### src/rtl/tffcnt_pkg.sv
// Shared definitions for the T-flip-flop up/down counter: direction constants,
// the priority-select encoding for clr/load/en and the modulo next-count helper.
// Arithmetic is carried out one bit wider than the count so no wrap can overflow.
package tffcnt_pkg;

    localparam logic DIR_UP   = 1'b1;
    localparam logic DIR_DOWN = 1'b0;

    // Widest count supported by next_count; callers truncate to their own width.
    localparam int CNT_MAX_W = 32;

    typedef enum logic [1:0] {
        SEL_HOLD = 2'd0,
        SEL_STEP = 2'd1,
        SEL_LOAD = 2'd2,
        SEL_CLR  = 2'd3
    } sel_e;

    // clr beats load, load beats en, otherwise hold.
    function automatic sel_e prio_sel(input logic clr, input logic load, input logic en);
        sel_e sel;
        if (clr)       sel = SEL_CLR;
        else if (load) sel = SEL_LOAD;
        else if (en)   sel = SEL_STEP;
        else           sel = SEL_HOLD;
        return sel;
    endfunction

    // One modulo step in the given direction, computed one bit wider than the
    // count so the +1 at the top of a full-range counter cannot lose its carry.
    function automatic logic [CNT_MAX_W:0] next_count(input logic [CNT_MAX_W-1:0] count,
                                                      input logic                 up,
                                                      input logic [CNT_MAX_W-1:0] modulus);
        logic [CNT_MAX_W:0] cnt_w;
        logic [CNT_MAX_W:0] mod_w;
        logic [CNT_MAX_W:0] one_w;
        logic [CNT_MAX_W:0] res;
        cnt_w = {1'b0, count};
        mod_w = {1'b0, modulus};
        one_w = (CNT_MAX_W+1)'(1);
        if (up == DIR_UP) begin
            res = ((cnt_w + one_w) == mod_w) ? '0 : (cnt_w + one_w);
        end else begin
            res = (cnt_w == '0) ? (mod_w - one_w) : (cnt_w - one_w);
        end
        return res;
    endfunction

endpackage

### src/rtl/tffcnt_cell.sv
// Single toggle flip-flop: state inverts on a rising clk edge when t is high.
// Latency: one clock from t to q; reset_n low clears q immediately.
// No backpressure: the cell accepts a toggle request every cycle.
module tffcnt_cell (
    input  logic clk,
    input  logic reset_n,
    input  logic t,
    output logic q,
    output logic qb
);

    logic q_q;
    logic q_d;

    // Next state is the current state flipped when a toggle is requested.
    always_comb begin
        q_d = q_q ^ t;
    end

    // State register with asynchronous active-low clear.
    always_ff @(posedge clk or negedge reset_n) begin
        if (!reset_n) begin
            q_q <= 1'b0;
        end else begin
            q_q <= q_d;
        end
    end

    assign q  = q_q;
    assign qb = ~q_q;

endmodule

### src/rtl/tff_updown_counter.sv
// Modulo-MODULUS up/down counter whose bits are T cells fed with count ^ next.
// Latency: count moves one clock after the enabling edge; tc is same-cycle
// combinational, wrap is a registered pulse the cycle after a wrapping edge.
// No backpressure: one step per clock while en is high.
// Build option TFFCNT_SATURATE_EN: hold at the bounds instead of wrapping and
// pulse wrap whenever an enabled step is blocked there.
module tff_updown_counter
    import tffcnt_pkg::*;
#(
    parameter int WIDTH   = 4,
    parameter int MODULUS = 10
) (
    input  logic             clk,
    input  logic             reset_n,
    input  logic             en,
    input  logic             up,
    input  logic             clr,
    input  logic             load,
    input  logic [WIDTH-1:0] load_val,
    output logic [WIDTH-1:0] count,
    output logic             tc,
    output logic             wrap
);

    if (WIDTH < 1 || WIDTH > CNT_MAX_W || MODULUS < 2 ||
        longint'(MODULUS) > (longint'(1) << WIDTH)) begin : g_bad_params
        $error("tff_updown_counter: need 2 <= MODULUS <= 2**WIDTH and 1 <= WIDTH <= 32");
    end

    localparam logic [WIDTH-1:0] MAX_VAL = WIDTH'(MODULUS - 1);
    localparam logic [WIDTH:0]   MOD_EXT = (WIDTH+1)'(MODULUS);

    sel_e             sel;
    logic             at_top;
    logic             at_bot;
    logic             at_bound;
    logic [WIDTH-1:0] stepped;
    logic [WIDTH-1:0] nxt_cnt;
    logic [WIDTH-1:0] tgl;
    logic [WIDTH-1:0] cell_qb_unused;
    logic             wrap_q;
    logic             wrap_d;

    // Decode the bound conditions, pick the next count by priority and derive
    // the per-bit toggle enables that move the T cells to it.
    always_comb begin
        sel      = prio_sel(clr, load, en);
        at_top   = (count == MAX_VAL);
        at_bot   = (count == '0);
        at_bound = (up == DIR_UP) ? at_top : at_bot;
        stepped  = WIDTH'(next_count(CNT_MAX_W'(count), up, CNT_MAX_W'(MODULUS)));
        nxt_cnt  = count;
        wrap_d   = 1'b0;
        case (sel)
            SEL_CLR: begin
                nxt_cnt = '0;
            end
            SEL_LOAD: begin
                nxt_cnt = ({1'b0, load_val} >= MOD_EXT) ? MAX_VAL : load_val;
            end
            SEL_STEP: begin
`ifdef TFFCNT_SATURATE_EN
                nxt_cnt = at_bound ? count : stepped;
                wrap_d  = at_bound;
`else
                nxt_cnt = stepped;
                wrap_d  = at_bound;
`endif
            end
            default: begin
                nxt_cnt = count;
            end
        endcase
        tgl = count ^ nxt_cnt;
    end

    // Terminal count doubles as the enable of the next cascaded digit.
    always_comb begin
        tc = en & (((up == DIR_UP) & at_top) | ((up == DIR_DOWN) & at_bot));
    end

    for (genvar i = 0; i < WIDTH; i++) begin : g_cell
        tffcnt_cell u_cell (
            .clk     (clk),
            .reset_n (reset_n),
            .t       (tgl[i]),
            .q       (count[i]),
            .qb      (cell_qb_unused[i])
        );
    end

    // Wrap / saturation pulse register, cleared asynchronously with the count.
    always_ff @(posedge clk or negedge reset_n) begin
        if (!reset_n) begin
            wrap_q <= 1'b0;
        end else begin
            wrap_q <= wrap_d;
        end
    end

    assign wrap = wrap_q;

endmodule
### config.mk
export PLATFORM = sky130hd
export DESIGN_NAME = tff_updown_counter
export DESIGN_NICKNAME = d
export VERILOG_FILES = /design/src/rtl/tffcnt_pkg.sv /design/src/rtl/tffcnt_cell.sv /design/src/rtl/tff_updown_counter.sv
export SDC_FILE = /design/constraint.sdc
export NUM_CORES = 1
export LEC_CHECK = 0
export ABC_AREA = 0
export BUFFER_PORTS_ARGS = -buffer_cell sky130_fd_sc_hd__clkbuf_2
export CORE_AREA = 2 2 39 41
export DETAILED_ROUTE_END_ITERATION = 8
export DIE_AREA = 0 0 41 43
export PLACE_DENSITY = 0.68
export SLEW_MARGIN = 20
export SYNTH_ARGS = -nofsm -noshare
export SYNTH_HDL_FRONTEND = slang
export SYNTH_SLANG_ARGS = --single-unit
### constraint.sdc
create_clock -name clk -period 1.7 [get_ports clk]
set_input_delay 0.255 -clock clk [delete_from_list [all_inputs] [get_ports clk]]
set_output_delay 0.255 -clock clk [all_outputs]
set_load 0.01 [all_outputs]
==> flow_metrics.env <==
export IMPL_outcome="completed"
export IMPL_hold_class="input port to flip-flop"
export IMPL_place_congestion=0.809
export IMPL_synth_ff_type="dfrtp_1"
export IMPL_io_buffers=15
export IMPL_ios=16
export IMPL_post_route_drc_count=0
export IMPL_grt_start_max_net_pins=11
export IMPL_synth_compound_area_share_pct=19.9
export IMPL_netlist_area_leader_share_pct=24.0
export IMPL_die_h_um=43
export IMPL_clockBufferDepth=2
export IMPL_yosysWarningCount=0
export IMPL_synth_avg_cell_area_um2=8.15
export IMPL_slew_violations=0
export IMPL_drive_gt1_share_pct=37.5
export IMPL_synth_area_leaders="dfrtp_1 (24%), buf_4 (7.2%), ha_1 (7.2%)"
export IMPL_leakage_nw=0.297
export IMPL_ys_seq_area_share_pct=24.0
export IMPL_netlist_instances=64
export IMPL_synth_seq_cells=5
export IMPL_critPathArrivalTime_ps=1410
export IMPL_area_delta_synth_final_pct=21.1
export IMPL_synthMuxAreaShare_pct=4.08
export IMPL_clk_pin_slew_ps=50
export IMPL_worstRegToRegCells=5
export IMPL_yosysUniqueCellTypes=30
export IMPL_cellPowerDensity_nw_per_um2=660
export IMPL_grt_pass1_wl_um=1830
export IMPL_syn_cell_area_um2=522
export IMPL_slew_headroom_pct=76.0
export IMPL_worst_setup_path_start_kind="flip-flop"
export IMPL_antenna_found_initial=0
export IMPL_start_util_pct=37.7
export IMPL_synth_edf_count=0
export IMPL_syn_nets=77
export IMPL_nNetsFinal=94
export IMPL_synth_top_family_by_area="simple AND/OR/NAND/NOR gates"
export IMPL_core_area_um2=1380
export IMPL_rsz0062_at_grt="true"
export IMPL_firstDrtPassIters=4
export IMPL_final_period_utilization_pct=98.1
export IMPL_finalHoldViolations=0
export IMPL_crit_type="flip-flop to primary output"
export IMPL_fin_util_pct=45.7
export IMPL_maxCapViolCount=0
export IMPL_yosys_top_cells_count="nor2_1 (6), buf_4 (5), dfrtp_1 (5), inv_1 (5), nand2_1 (4)"
export IMPL_crit_required_ps=1440
export IMPL_ff2ff_setup_slack_ps=180
export IMPL_fp_dieArea_um2=1760
export IMPL_total_power_w=0.000417
export IMPL_worst_slew_pin_slew_ps=361
export IMPL_critPathCaptureType="primary output"
export IMPL_clock_skew_ps=3.94
export IMPL_insertion_delay_ps=240
export IMPL_final_cells=96
export IMPL_antenna_left=0
export IMPL_synth_simple_area_share_pct=24.9
export IMPL_fmax_mhz=600
export IMPL_synth_top_area_cell="dfrtp_1"
export IMPL_cts_max_level=1
export IMPL_finalHoldWorstSlack_ps=240
export IMPL_antennaDiodeCount=0
export IMPL_nFillCells=151
export IMPL_ir_worst_vdd_mv=0.205
export IMPL_finalSetupViolCount=0
export IMPL_synth_xor_area_share_pct=5.04
export IMPL_dp_hpwl_um=873
export IMPL_grt_pass1_vias=441
export IMPL_fin_crit_ps=1670
export IMPL_totalWireLength_um=1120
export IMPL_row_count=14
export IMPL_drt_iter0_drc=10
export IMPL_cts_buffers=3
export IMPL_path_max_fanout=2
export IMPL_grt_ovfl_total=0
export IMPL_wl_per_cell_um=11.7
export IMPL_vias=485
export IMPL_cp_endpoint="tc"
export IMPL_dpl_cell_count=90
export IMPL_fin_setup_tns_ps=0
export IMPL_ys_async_sr_fraction_pct=100
export IMPL_cts_sinks=5
export IMPL_track_usage_pct=15.6
export IMPL_cts_tree="done"
export IMPL_synthAdderAreaFrac_pct=7.19
export IMPL_vias_per_cell=5.05
export IMPL_synth_most_common_cell="nor2_1"
export IMPL_root_buffer="clkbuf_4"
export IMPL_die_w_um=41
worst max-delay path: stages, from the launching register on:
cell,delay [ps]
dfrtp_1,390
inv_2,70
ha_2,170
nor3b_2,150
a31oi_1,70
nor3b_2,180
buf_2,150
worst min path at each step:
stage | slack [ps] | end | start | cells after the start
finish | 240 | flip-flop | clr | 2
global placement | 70 | asynchronous set/reset pin | reset_n | 1
global route | 240 | flip-flop | clr | 2
floorplan | -40 | asynchronous set/reset pin | reset_n | 0
CTS | 230 | flip-flop | clr | 2
detailed placement | 70 | asynchronous set/reset pin | reset_n | 1
area by class of cell:
class	instances	area [µm²]	share of cell area, %
sequential	5	125	19.8
timing repair buffer	20	115	18.2
tap	16	20.0	3.17
inverter	5	18.8	2.97
clock buffer	4	26.3	4.16
multi-input combinational	46	327	51.7
placed cells by master (no fill, tap or decap), types with 2 or more instances in the layout:
cell type / instances
o21ai_1: 2
a311oi_1: 2
dfrtp_1: 5
xnor2_1: 2
nor2b_1: 3
nor3b_2: 2
a31oi_1: 2
o21ai_0: 3
inv_1: 4
clkbuf_4: 3
ha_1: 2
o31ai_1: 2
nand2_1: 4
a21oi_1: 3
nor2_1: 6
buf_4: 4
clkbuf_2: 14
cells by family (layout without fill, tap and decap cells):
group,count (synthesis),count (layout)
compound gates,16,16
xor+xnor,3,3
fa+ha+maj,3,3
buf+inv,13,29
flops,5,5
mux,2,2
simple gates,22,22
repair_timing:
item,in CTS,in global routing
setup buffers,1,0
pin swaps,1,2
hold buffers,1,0
setup endpoints to repair,1,1
hold endpoints to repair,5,0
gates resized for setup,1,3
routing by layer:
layer / global-route usage, % / routed length [µm] / part of all wire (%)
met2: 23.4 / 577 / 51
met4: 10.7 / 0 / 0
met5: 0 / 0 / 0
met3: 2.09 / 35 / 3.1
met1: 19.3 / 510 / 45
power by group:
part	leakage, nW	internal, W	switching (W)
Clock	0.0150	0.0000887	0.0000488
Sequential	0.0656	0.000128	0.0000153
Combinational	0.216	0.0000681	0.0000686
through the flow:
step | cell area [µm²] | setup slack, ps
6_report | 632 | 32.9
5_1_grt | 632 | -117
4_1_cts | 629 | -11.9
3_5_place_dp | 581 | 202
3_3_place_gp | 581 | 228
2_1_floorplan | 522 | 241
Note: power is estimated with default switching activity, not from simulation.
